### src/rtl/a2d_pkg.sv
// Shared types and helpers for the ADC128S round-robin front end:
// controller/SPI state encodings, default channel map and command word builder.
package a2d_pkg;

   typedef enum logic [1:0] {
      IDLE = 2'd0,
      CNV  = 2'd1,
      GAP  = 2'd2,
      READ = 2'd3
   } state_t;

   typedef enum logic [1:0] {
      SPI_IDLE = 2'd0,
      FRONT    = 2'd1,
      XFER     = 2'd2,
      BACK     = 2'd3
   } spi_state_t;

   localparam logic [2:0] CH_LFT_DEF   = 3'd0;
   localparam logic [2:0] CH_RGHT_DEF  = 3'd4;
   localparam logic [2:0] CH_STEER_DEF = 3'd5;
   localparam logic [2:0] CH_BATT_DEF  = 3'd6;

   // ADC128S control word: channel address lands in bits [13:11]
   function automatic logic [15:0] cmd_word(input logic [2:0] ch);
      return {2'b00, ch, 11'h000};
   endfunction

endpackage

### src/rtl/spi_mnrch.sv
// SPI master for the ADC128S: one 16-bit MSB-first frame per wrt pulse,
// SCLK idling high, with half-period front and back porches around the frame.
module spi_mnrch
   import a2d_pkg::*;
#(
   parameter int SCLK_DIV_W = 4
) (
   input  logic        clk,
   input  logic        rst,
   input  logic        wrt,
   input  logic [15:0] wt_data,
   output logic [15:0] rd_data,
   output logic        done,
   output logic        SS_n,
   output logic        SCLK,
   output logic        MOSI,
   input  logic        MISO
);

   localparam logic [SCLK_DIV_W-1:0] HALF_M1 = SCLK_DIV_W'((1 << (SCLK_DIV_W - 1)) - 1);
   localparam logic [SCLK_DIV_W-1:0] FULL_M1 = {SCLK_DIV_W{1'b1}};

   spi_state_t            st_r;
   logic [SCLK_DIV_W-1:0] cnt_r;
   logic [3:0]            bit_cnt_r;
   logic [15:0]           shft_r;
   logic                  miso_r;
   logic                  ss_n_r;
   logic                  sclk_r;
   logic                  done_r;

   // Porch/transfer sequencer: cnt_r == HALF_M1 marks a falling SCLK, FULL_M1 a rising SCLK.
   // MISO is captured on the rise and shifted in on the following fall (or at the back porch)
   // so MOSI only ever moves while SCLK falls.
   always_ff @(posedge clk) begin
      if (rst) begin
         st_r      <= SPI_IDLE;
         cnt_r     <= '0;
         bit_cnt_r <= 4'd0;
         shft_r    <= 16'h0000;
         miso_r    <= 1'b0;
         ss_n_r    <= 1'b1;
         sclk_r    <= 1'b1;
         done_r    <= 1'b0;
      end else begin
         done_r <= 1'b0;
         case (st_r)
            SPI_IDLE: begin
               if (wrt) begin
                  ss_n_r    <= 1'b0;
                  sclk_r    <= 1'b1;
                  cnt_r     <= '0;
                  bit_cnt_r <= 4'd0;
                  shft_r    <= wt_data;
                  st_r      <= FRONT;
               end
            end
            FRONT: begin
               cnt_r <= cnt_r + 1'b1;
               if (cnt_r == HALF_M1) begin
                  sclk_r <= 1'b0;
                  st_r   <= XFER;
               end
            end
            XFER: begin
               cnt_r <= cnt_r + 1'b1;
               if (cnt_r == HALF_M1) begin
                  sclk_r <= 1'b0;
                  shft_r <= {shft_r[14:0], miso_r};
               end else if (cnt_r == FULL_M1) begin
                  sclk_r    <= 1'b1;
                  miso_r    <= MISO;
                  bit_cnt_r <= bit_cnt_r + 4'd1;
                  if (bit_cnt_r == 4'd15) begin
                     st_r <= BACK;
                  end
               end
            end
            BACK: begin
               cnt_r <= cnt_r + 1'b1;
               if (cnt_r == HALF_M1) begin
                  ss_n_r <= 1'b1;
                  shft_r <= {shft_r[14:0], miso_r};
                  done_r <= 1'b1;
                  st_r   <= SPI_IDLE;
               end
            end
            default: begin
               st_r <= SPI_IDLE;
            end
         endcase
      end
   end

   assign rd_data = shft_r;
   assign done    = done_r;
   assign SS_n    = ss_n_r;
   assign SCLK    = sclk_r;
   assign MOSI    = shft_r[15];

endmodule

### src/rtl/a2d_rr_intf.sv
// Round-robin ADC128S conversion sequencer: lft_ld -> rght_ld -> steer_pot -> batt.
// Optional A2D_CNV_CMPLT_EN adds a one-clk cnv_cmplt pulse per output update.
module a2d_rr_intf
   import a2d_pkg::*;
#(
   parameter int         SCLK_DIV_W = 4,
   parameter logic [2:0] CH_LFT     = CH_LFT_DEF,
   parameter logic [2:0] CH_RGHT    = CH_RGHT_DEF,
   parameter logic [2:0] CH_STEER   = CH_STEER_DEF,
   parameter logic [2:0] CH_BATT    = CH_BATT_DEF
) (
   input  logic        clk,
   input  logic        rst,
   input  logic        nxt,
   output logic [11:0] lft_ld,
   output logic [11:0] rght_ld,
   output logic [11:0] steer_pot,
   output logic [11:0] batt,
   output logic        SS_n,
   output logic        SCLK,
   output logic        MOSI,
   input  logic        MISO
`ifdef A2D_CNV_CMPLT_EN
   ,
   output logic        cnv_cmplt
`endif
);

   state_t      state_r;
   logic [1:0]  idx_r;
   logic [11:0] lft_ld_r;
   logic [11:0] rght_ld_r;
   logic [11:0] steer_pot_r;
   logic [11:0] batt_r;
   logic [2:0]  ch_s;
   logic [15:0] cmd_s;
   logic        wrt_s;
   logic [15:0] rx_s;
   logic        done_s;
   logic        unused_rx_s;
`ifdef A2D_CNV_CMPLT_EN
   logic        cnv_cmplt_r;
`endif

   // Channel addressed by the current round-robin slot
   always_comb begin
      ch_s = CH_LFT;
      case (idx_r)
         2'd0:    ch_s = CH_LFT;
         2'd1:    ch_s = CH_RGHT;
         2'd2:    ch_s = CH_STEER;
         2'd3:    ch_s = CH_BATT;
         default: ch_s = CH_LFT;
      endcase
   end

   assign cmd_s = cmd_word(ch_s);

   // Kick the SPI engine straight from state so the GAP state lasts a single clk
   always_comb begin
      wrt_s = 1'b0;
      if (state_r == IDLE) begin
         wrt_s = nxt;
      end else if (state_r == GAP) begin
         wrt_s = 1'b1;
      end else begin
         wrt_s = 1'b0;
      end
   end

   spi_mnrch #(
      .SCLK_DIV_W (SCLK_DIV_W)
   ) u_spi (
      .clk     (clk),
      .rst     (rst),
      .wrt     (wrt_s),
      .wt_data (cmd_s),
      .rd_data (rx_s),
      .done    (done_s),
      .SS_n    (SS_n),
      .SCLK    (SCLK),
      .MOSI    (MOSI),
      .MISO    (MISO)
   );

   // The ADC's leading status nibble carries no data
   assign unused_rx_s = ^rx_s[15:12];

   // Conversion sequencer and result registers; only READ completion touches the outputs
   always_ff @(posedge clk) begin
      if (rst) begin
         state_r     <= IDLE;
         idx_r       <= 2'd0;
         lft_ld_r    <= 12'h000;
         rght_ld_r   <= 12'h000;
         steer_pot_r <= 12'h000;
         batt_r      <= 12'h000;
`ifdef A2D_CNV_CMPLT_EN
         cnv_cmplt_r <= 1'b0;
`endif
      end else begin
`ifdef A2D_CNV_CMPLT_EN
         cnv_cmplt_r <= 1'b0;
`endif
         case (state_r)
            IDLE: begin
               if (nxt) begin
                  state_r <= CNV;
               end
            end
            CNV: begin
               if (done_s) begin
                  state_r <= GAP;
               end
            end
            GAP: begin
               state_r <= READ;
            end
            READ: begin
               if (done_s) begin
                  case (idx_r)
                     2'd0:    lft_ld_r    <= rx_s[11:0];
                     2'd1:    rght_ld_r   <= rx_s[11:0];
                     2'd2:    steer_pot_r <= rx_s[11:0];
                     2'd3:    batt_r      <= rx_s[11:0];
                     default: lft_ld_r    <= rx_s[11:0];
                  endcase
                  idx_r   <= idx_r + 2'd1;
                  state_r <= IDLE;
`ifdef A2D_CNV_CMPLT_EN
                  cnv_cmplt_r <= 1'b1;
`endif
               end
            end
            default: begin
               state_r <= IDLE;
            end
         endcase
      end
   end

   assign lft_ld    = lft_ld_r;
   assign rght_ld   = rght_ld_r;
   assign steer_pot = steer_pot_r;
   assign batt      = batt_r;
`ifdef A2D_CNV_CMPLT_EN
   assign cnv_cmplt = cnv_cmplt_r;
`endif

endmodule

### config.mk
export PLATFORM = sky130hd
export DESIGN_NAME = a2d_rr_intf
export DESIGN_NICKNAME = d
export VERILOG_FILES = /design/src/rtl/a2d_pkg.sv /design/src/rtl/spi_mnrch.sv /design/src/rtl/a2d_rr_intf.sv
export SDC_FILE = /design/constraint.sdc
export NUM_CORES = 1
export LEC_CHECK = 0
export BUFFER_PORTS_ARGS = -buffer_cell sky130_fd_sc_hd__buf_2
export CAP_MARGIN = 20
export CELL_PAD_IN_SITES_DETAIL_PLACEMENT = 1
export CELL_PAD_IN_SITES_GLOBAL_PLACEMENT = 2
export CORE_ASPECT_RATIO = 0.5
export CORE_UTILIZATION = 33
export CTS_BUF_LIST = sky130_fd_sc_hd__clkbuf_16
export CTS_CLUSTER_SIZE = 40
export DETAILED_ROUTE_END_ITERATION = 10
export PLACE_DENSITY_LB_ADDON = 0.1
export SYNTH_ARGS = -nofsm -noshare
export SYNTH_HDL_FRONTEND = slang
export SYNTH_SLANG_ARGS = --single-unit
### constraint.sdc
create_clock -name clk -period 2.4 [get_ports clk]
set_clock_uncertainty 0.2 [all_clocks]
set_input_delay 0.48 -clock clk [delete_from_list [all_inputs] [get_ports clk]]
set_output_delay 0.48 -clock clk [all_outputs]
set_load 0.05 [all_outputs]
==> metrics.md, run 1 <==
| Metric | Value |
|---|---|
| Flops & latches, synth | `82` |
| DR pass1 iterations | `4` |
| Required @ worst endpoint | `2.42 ns` |
| HPWL after DPL | `6280 µm` |
| Mux cell area share after synthesis | `2.50%` |
| Max layer used | `met4` |
| EDFF count, synth | `0` |
| Startpoint types | `register` |
| Async set or reset register ratio after synthesis | `0%` |
| Register area share after synthesis | `48.2%` |
| Wire length per cell | `15.2 µm` |
| RSZ-0062 raised after global routing | `no` |
| Die width | `146 µm` |
| P_leak | `1.61 nW` |
| Max_cap viols | `0` |
| Synth Net Count | `436` |
| First-pass GRT wire length | `15000 µm` |
| Setup tns final | `0 ns` |
| Worst min path class | `input port to register` |
| Max_slew headroom | `50.7%` |
| Fin. max-slew vios | `0` |
| Synth Warn # | `0` |
| Antenna violations before repair | `0` |
| Synthesized cell area | `0.00341 mm²` |
| Via density | `4.83` |
| Worst Path Max Fanout | `7` |
| Syn_area_per_cell | `8.23 µm²` |
| Fin crit share | `87.4%` |
| CORE AREA | `0.00973 mm²` |
| Adder and majority gate portion of the synthesized area | `6.61%` |
| Total GRT Usage | `18.2%` |
| Met3 wire length | `307 µm` |
| Layout area overhead | `20.1%` |
| Final wirelength | `9060 µm` |
| Combinational family with the most area after synthesis | `simple AND/OR/NAND/NOR gates` |
| CTS H-tree lvls | `3` |
| Post-CTS sizing | `0` |
| Hold Fails Final Rpt | `0` |
| FILL cells | `1192` |
| Clock tree buffer depth | `2` |
| Yosys top cell area share | `48.2%` |
| # diodes | `0` |
| Syn Inst Count | `414` |
| GPL Wtd Cong | `0.751` |
| Util after Layout | `42.0%` |
| Simple-gate share of the synthesized area | `23.6%` |
| Via Count | `2878` |
| Die area | `0.0108 mm²` |
| Pin count of the biggest net entering global routing | `69` |
| DR WL met2 | `4290 µm` |
| Critical path type | `register to register` |
| Run status | `complete, no violations` |
| Post-CTS Setup Bufs | `0` |
| Placed Cells | `581` |
| Crit. End Element | `register` |
| # hold bufs at CTS | `0` |
| Synth cell types | `34` |
| M1 WL | `4370 µm` |
| Setup Viol. Count Final | `0` |
| Reg clk slew, reported paths | `0.06 ns` |
| Total gr overflow | `0` |
| CTS Sinks | `82` |
| IO Pins | `55` |
| ANT nets after route | `0` |
| Post-Synth XOR/XNOR Area | `0.514%` |
| Fmax | `0.477 GHz` |
| Area contributors post-synth | `dfxtp_1 48%, nand2_1 12%, a21oi_1 8.4%` |
| Tightest Pin Transition | `0.737 ns` |
| Initial core utilization | `35.0%` |
| Die height | `73.8 µm` |
| Final min period | `2.10 ns` |
| Residual DRC | `0` |
| Power per cell area | `976 mW/mm²` |
| Num CTS Buffers | `9` |
| Rows | `25` |
| Area of the multi-input gates | `0.00164 mm²` |
| Peak supply drop | `460 µV` |
| CTS tree | `done` |
| I/O Buffers | `54` |
| Post-synth top flop | `dfxtp_1` |
| Clock root buffer | `clkbuf_16` |
| Finished Layout Cells | `596` |
| Clk_lat worst skew | `0.34 ns` |
| Register Area | `0.00164 mm²` |
| Share of layout cells above drive strength 1 | `16.5%` |
| DRT iter0 DRCs | `107` |
| Final net count | `479` |
| Post-synthesis compound-gate area fraction | `14.8%` |
| Arr. time, crit path | `2.12 ns` |
| Vias in the first global route | `2998` |
| Cell taking the most area after synthesis | `dfxtp_1` |
## critical path, cell delays in order (launching register included)
cell and delay, ns:
dfxtp_1 0.37, inv_1 0.10, ha_1 0.24, mux2i_2 0.45, a22oi_4 0.18, nand4_1 0.13
mux2_1 0.31
## report_power, final
| group | total [mW] | internal, mW | switching, mW |
|---|---|---|---|
| Sequential | 1.51 | 1.44 | 0.0750 |
| Combinational | 1.00 | 0.357 | 0.645 |
| Clock | 1.47 | 0.911 | 0.564 |
## cells by family (layout without fill, tap and decap cells)
| logic type | after synthesis | count (layout) |
|---|---|---|
| XOR/XNOR | 2 | 2 |
| AND/OR/NAND/NOR | 184 | 184 |
| buffers and inverters | 32 | 79 |
| flip-flops | 82 | 82 |
| AO/OA/AOI/OAI | 88 | 88 |
| multiplexers | 8 | 8 |
| adder cells (fa/ha/maj) | 18 | 18 |
## cell usage after synthesis, drive strengths merged, types with 2 or more instances
master,count
a31oi,4
a21oi,57
o21bai,3
clkbuf,19
nand4,2
nand3b,3
o21ai,14
mux2i,7
nor2,20
o211ai,2
nand2b,18
ha,18
buf,5
xnor2,2
nand3,21
and3,4
a311oi,2
inv,8
nand2,111
dfxtp,82
## worst paths after layout
path                                  from                 end  slack, ns  depth (start not counted)
worst min register to register   lft_ld[0]           lft_ld[0]       0.25                          2
worst max-delay path            state_r[0]  u_spi.bit_cnt_r[3]       0.30                          6
worst max register to register  state_r[0]  u_spi.bit_cnt_r[3]       0.30                          6
worst min-delay path                  MISO        u_spi.miso_r       0.19                          3
## flip-flops by register name, indices dropped and copies added, names as in the netlist, 2 cells and up
| name | cells |
|---|---|
| state_r | 2 |
| u_spi.bit_cnt_r | 4 |
| u_spi.rd_data | 16 |
| idx_r | 2 |
| u_spi.cnt_r | 4 |
| rght_ld | 12 |
| u_spi.st_r | 2 |
| batt | 12 |
| steer_pot | 12 |
| lft_ld | 12 |
## final cells by class
cell class	count	share of cell area [%]
clock buffers	9	5.51
clock inverters	6	2.20
inverters	8	0.734
multi-input cells	300	40.0
flip-flops and latches	82	40.1
well taps	135	4.13
repair buffers	56	7.28
## cell usage in the layout, fill, tap and decap left out, drive strengths merged, types with 2 or more instances in the layout
| master | count |
|---|---|
| a31oi | 4 |
| inv | 10 |
| and3 | 4 |
| a21oi | 57 |
| xnor2 | 2 |
| o211ai | 2 |
| o21ai | 14 |
| buf | 56 |
| ha | 18 |
| nor2 | 20 |
| mux2i | 7 |
| nand3b | 3 |
| bufinv | 2 |
| clkbuf | 9 |
| nand4 | 2 |
| o21bai | 3 |
| nand2b | 18 |
| dfxtp | 82 |
| nand3 | 21 |
| a311oi | 2 |
| nand2 | 111 |
## metal layers
metal	vias to the layer above	GRT usage, %
li1	1460	-
met2	44	32.2
met3	8	5.40
met1	1366	21.6
met4	0	5.85
met5	-	0
## metrics by stage
stage | total power, mW | setup slack, ns | hold slack [ns] | cell area, µm²
final | 3.99 | 0.302 | 0.190 | 4090
after global routing | 4.23 | 0.101 | 0.190 | 4090
after CTS | 4.04 | 0.261 | 0.191 | 4090
after detailed placement | 2.54 | 0.290 | 0.247 | 3770
after global placement | 2.49 | 0.373 | 0.240 | 3770
after floorplan | 2.33 | 0.501 | 0.244 | 3410
Note: power is estimated with default switching activity, not from simulation.
==> run 2, diff against run 1 <==
--- a/config.mk
+++ b/config.mk
@@ -10,5 +10,5 @@
 export CELL_PAD_IN_SITES_DETAIL_PLACEMENT = 1
 export CELL_PAD_IN_SITES_GLOBAL_PLACEMENT = 2
-export CORE_ASPECT_RATIO = 0.5
+export CORE_ASPECT_RATIO = 0.9
 export CORE_UTILIZATION = 33
 export CTS_BUF_LIST = sky130_fd_sc_hd__clkbuf_16
@@ -16,4 +16,5 @@
 export DETAILED_ROUTE_END_ITERATION = 10
 export PLACE_DENSITY_LB_ADDON = 0.1
+export SETUP_SLACK_MARGIN = 0.3
 export SYNTH_ARGS = -nofsm -noshare
 export SYNTH_HDL_FRONTEND = slang
==> constraint.sdc (replaced) <==
create_clock -name clk -period 2.4 [get_ports clk]
set_clock_uncertainty 0.2 [all_clocks]
set_input_delay 0.48 -clock clk [delete_from_list [all_inputs] [get_ports clk]]
set_output_delay 0.48 -clock clk [all_outputs]
set_load 0.1 [all_outputs]
==> metrics.md, run 2 (synthesized netlist as in run 1, its figures left out) <==
| Metric | Value |
|---|---|
| Run status | `complete, no violations` |
| Die width | `109 µm` |
| First-pass GRT wire length | `15000 µm` |
| Setup Viol. Count Final | `0` |
| CTS tree | `done` |
| Buf+Inv Stages, Crit Path | `0` |
| CTS H-tree lvls | `3` |
| DRT iter0 DRCs | `113` |
| Worst min path class | `input port to register` |
| Critical Path Sink | `u_spi.bit_cnt_r[3]` |
| Final min period | `2.01 ns` |
| Reg clk slew, reported paths | `0.06 ns` |
| RSZ-0062 raised after global routing | `yes` |
| R2R cell count | `5` |
| Clock tree buffer depth | `2` |
| Worst Path Max Fanout | `8` |
| IO Pins | `55` |
| CORE AREA | `0.00983 mm²` |
| Most frequent cells in the layout | `111 x nand2_1, 82 x dfxtp_1, 57 x a21oi_1, 54 x buf_2, 20 x nand3_1` |
| GPL Wtd Cong | `0.775` |
| HPWL after DPL | `6260 µm` |
| P_leak | `1.63 nW` |
| Power per cell area | `959 mW/mm²` |
| R2r startpoint | `u_spi.st_r[1]` |
| R2R Setup Slk | `0.39 ns` |
| Die area | `0.0107 mm²` |
| Share of layout cells above drive strength 1 | `18.2%` |
| Pin count of the biggest net entering global routing | `34` |
| Fmax | `0.499 GHz` |
| Total gr overflow | `0` |
| Layout area overhead | `20.5%` |
| Crit path cell chain | `ha_2 > nand4_1 > a22oi_4 > nand4_1 > mux2_1` |
| Max_slew headroom | `60.5%` |
| Crit-path max cell delay | `0.43 ns` |
| Most common cell after layout, fill and taps aside | `nand2_1` |
| Setup tns final | `0 ns` |
| Max_cap viols | `0` |
| # hold bufs at CTS | `0` |
| Crit. End Element | `register` |
| RR Endpoint | `u_spi.bit_cnt_r[3]` |
| Arr. time, crit path | `2.02 ns` |
| Most used cell, CP | `nand4_1` |
| Max reg flops | `16` |
| Clock root buffer | `clkbuf_16` |
| Hold Fails Final Rpt | `0` |
| DR pass1 iterations | `4` |
| Num CTS Buffers | `9` |
| Fin. max-slew vios | `0` |
| # diodes | `0` |
| Total GRT Usage | `18.4%` |
| Initial core utilization | `34.7%` |
| ANT nets after route | `0` |
| Wire length per cell | `15.6 µm` |
| Rows | `34` |
| Peak supply drop | `441 µV` |
| Final wirelength | `9280 µm` |
| FILL cells | `1199` |
| Critical Path Source | `u_spi.st_r[1]` |
| Finished Layout Cells | `593` |
| Die height | `98.4 µm` |
| Delay-heaviest family, CP | `flip-flops` |
| Placed Cells | `577` |
| Via Count | `2895` |
| Antenna violations before repair | `0` |
| Critical path's slowest cell | `dfxtp_1` |
| Clk_lat worst skew | `0.33 ns` |
| Required @ worst endpoint | `2.41 ns` |
| Util after Layout | `41.7%` |
| CP Depth | `5` |
| Startpoint types | `register` |
| Critical path type | `register to register` |
| Fin crit share | `83.5%` |
| Final net count | `485` |
| Residual DRC | `0` |
| Tightest Pin Transition | `0.592 ns` |
| CTS Sinks | `82` |
| Vias in the first global route | `2814` |
| Via density | `4.88` |
| Tot Pwr | `3.93 mW` |
| I/O Buffers | `54` |
## run 2: cell types whose count changed in the layout (fill, tap and decap cells not counted), sizes merged
cell / change
clkinv: +2
buf: +6
clkinvlp: -1
bufinv: -1
## run 2: stage by stage
| stage | instance area [µm²] | hold slack (ns) | setup slack, ns |
|---|---|---|---|
| 2_1_floorplan | 3410 | 0.244 | 0.501 |
| 3_3_place_gp | 3790 | 0.241 | 0.370 |
| 3_5_place_dp | 3790 | 0.247 | 0.262 |
| 4_1_cts | 4080 | 0.199 | 0.303 |
| 5_1_grt | 4100 | 0.232 | 0.261 |
| 6_report | 4100 | 0.202 | 0.395 |
## run 2: worst min-delay path by stage
stage            startpoint                to  depth (start not counted)
4_1_cts                MISO      u_spi.miso_r                          3
2_1_floorplan  u_spi.miso_r  u_spi.rd_data[0]                          2
3_3_place_gp     rght_ld[1]        rght_ld[1]                          2
5_1_grt                MISO      u_spi.miso_r                          3
6_report               MISO      u_spi.miso_r                          3
3_5_place_dp        batt[8]           batt[8]                          2
## run 2: final cells by class
| cell class | count | area (µm²) | share of cell area (%) |
|---|---|---|---|
| Clock buffer | 9 | 225 | 5.49 |
| Timing Repair Buffer | 62 | 334 | 8.14 |
| Inverter | 8 | 30.0 | 0.732 |
| Tap cell | 126 | 158 | 3.84 |
| Clock inverter | 6 | 51.3 | 1.25 |
| Sequential cell | 82 | 1640 | 40.0 |
| Multi-Input combinational cell | 300 | 1660 | 40.5 |
## run 2: where the power goes
| part | switching [mW] | internal (mW) | total, mW |
|---|---|---|---|
| clock network | 0.531 | 0.785 | 1.32 |
| registers | 0.0744 | 1.44 | 1.51 |
| logic | 0.702 | 0.404 | 1.11 |
## run 2: layer usage
metal	part of all wire, %	track usage (%)	vias to the layer above
li1	-	-	1478
met1	52	26.7	1366
met2	43	26.6	45
met3	4.2	4.14	6
met4	0.75	5.93	0
met5	0	0	-
## run 2: repair_timing
action | CTS | global route
pin swaps | 0 | 1
buffers inserted | 0 | 1
setup endpoints to repair | 8 | 26
gates resized for setup | 2 | 6
## run 2: worst min-delay path, cell delays in order
cell     delay, ns
buf_2         0.09
mux2i_1       0.06
nor2_1        0.07
==> run 3, diff against run 2 <==
- clock period: 2.4 -> 1.9 ns (I/O delays scaled with it)
==> metrics.md, run 3 (synthesized netlist as in run 1, its figures left out) <==
| Metric | Value |
|---|---|
| Run status | `complete, no violations` |
| Required @ worst endpoint | `1.96 ns` |
| M1 GR Usage | `26.0%` |
| Fin crit share | `98.4%` |
| Tot Pwr | `5.96 mW` |
| Initial core utilization | `34.7%` |
| CP Depth | `8` |
| CTS tree | `done` |
| Setup Viol. Count Final | `0` |
| Vias in the first global route | `3091` |
| Crit. End Element | `register` |
| First-pass GRT wire length | `15700 µm` |
| P_leak | `1.79 nW` |
| Arr. time, crit path | `1.93 ns` |
| Via density | `4.92` |
| Clock root buffer | `clkbuf_16` |
| Worst Path Max Fanout | `8` |
| Crit path cell chain | `inv_4 > ha_4 > mux2i_4 > buf_12 > a2bb2oi_4 > clkbuf_16 > nand3_2 > a21oi_2` |
| GRT busiest layer | `met2` |
| Residual DRC | `0` |
| Hold_sp | `MISO` |
| I/O Buffers | `54` |
| RSZ-0062 raised after global routing | `yes` |
| IO Pins | `55` |
| Hold depth | `3` |
| Hold Fails Final Rpt | `0` |
| # hold bufs at CTS | `0` |
| Fin. max-slew vios | `0` |
| CORE AREA | `0.00983 mm²` |
| HPWL after DPL | `6420 µm` |
| Die width | `109 µm` |
| ANT nets after route | `0` |
| Most frequent cells in the layout | `110 x nand2_1, 75 x dfxtp_1, 67 x buf_4, 53 x a21oi_1, 17 x nor2_1` |
| R2r startpoint | `state_r[0]` |
| Die area | `0.0107 mm²` |
| Die height | `98.4 µm` |
| Clk_lat worst skew | `0.33 ns` |
| Max_cap viols | `0` |
| CTS Sinks | `82` |
| Met3 GRT Util | `4.07%` |
| GPL Wtd Cong | `0.764` |
| Hold Path End | `u_spi.miso_r` |
| Critical path type | `register to register` |
| Worst min path class | `input port to register` |
| Num CTS Buffers | `9` |
| Power per cell area | `1260 mW/mm²` |
| R2R cell count | `8` |
| RR Endpoint | `u_spi.rd_data[15]` |
| Total gr overflow | `0` |
| Final net count | `507` |
| Total GRT Usage | `18.9%` |
| R2R Setup Slk | `0.03 ns` |
| Crit-path max cell delay | `0.37 ns` |
| Tightest Pin Transition | `0.524 ns` |
| Share of layout cells above drive strength 1 | `30.0%` |
| Wire length per cell | `15.8 µm` |
| Final min period | `1.87 ns` |
| Pin count of the biggest net entering global routing | `51` |
| Dpl ws | `0.0392 ns` |
| Buf+Inv Stages, Crit Path | `3` |
| CTS H-tree lvls | `3` |
| Max reg flops | `16` |
| Final wirelength | `9720 µm` |
| Rows | `34` |
| Most common cell after layout, fill and taps aside | `nand2_1` |
| DR pass1 iterations | `4` |
| Via Count | `3029` |
| Max_slew headroom | `65.1%` |
| Fmax | `0.535 GHz` |
| DRT iter0 DRCs | `82` |
| Clock tree buffer depth | `2` |
| Reg clk slew, reported paths | `0.06 ns` |
| Antenna violations before repair | `0` |
| Critical path's slowest cell | `dfxtp_4` |
| Hold WS | `0.0858 ns` |
| # diodes | `0` |
| Delay-heaviest family, CP | `buffers and inverters` |
| Peak supply drop | `531 µV` |
| Met2 usage | `29.1%` |
| Slack of the critical path | `0.0309 ns` |
| Layout area overhead | `38.9%` |
| Startpoint types | `register` |
[run 3: cell count changes in the layout (fill, tap and decap cells not counted), sizes merged]
cell,delta
buf,+20
bufinv,-1
clkbuf,+2
clkinv,+2
clkinvlp,+2
inv,-2
[run 3: final cells by class]
| class | instances | area [µm²] |
|---|---|---|
| fill | 1165 | 5100 |
| inverter | 8 | 35.0 |
| tap | 126 | 158 |
| clock inverter | 7 | 36.3 |
| clock buffer | 9 | 225 |
| timing repair buffer | 84 | 733 |
| sequential | 82 | 1660 |
| multi-input combinational | 300 | 1880 |
[run 3: per-stage QoR]
step	cells	util [%]	cell area, µm²	setup TNS, ns
after global routing	616	48.1	4730	-0.0621
after CTS	611	45.3	4450	0
after floorplan	414	-	3490	0
final	616	48.1	4730	0
after detailed placement	587	40.3	3960	0
after global placement	587	40.3	3960	0
[run 3: worst register-to-register path, cell delays in order, from the launching register on]
cell and delay, ns:
dfxtp_4 0.37, inv_4 0.05, ha_4 0.16, mux2i_4 0.18, buf_12 0.14, a2bb2oi_4 0.26, clkbuf_16 0.22, nand3_2 0.08
a21oi_2 0.14
[run 3: power breakdown]
group | internal, mW | switching (mW)
sequential | 1.84 | 0.132
clock | 0.866 | 0.695
combinational | 1.19 | 1.24
[run 3: how the worst max path moves through the flow]
stage | end | startpoint
3_3_place_gp | u_spi.bit_cnt_r[3] | state_r[1]
5_1_grt | u_spi.rd_data[15] | state_r[0]
3_5_place_dp | u_spi.bit_cnt_r[3] | u_spi.st_r[0]
4_1_cts | u_spi.bit_cnt_r[3] | state_r[0]
6_report | u_spi.rd_data[15] | state_r[0]
2_1_floorplan | u_spi.bit_cnt_r[3] | state_r[1]
[run 3: timing repair]
item                       4_1_cts  5_1_grt
cloned                           0        2
buffers inserted                 8        3
pin swaps                        7       12
resized for setup               62       52
setup endpoints to repair      129       85
[run 3: metal layers]
metal,vias to the layer above,share of wire [%]
li1,1521,-
met1,1447,51
met2,51,44
met3,10,3.7
met4,0,1.3
met5,-,0
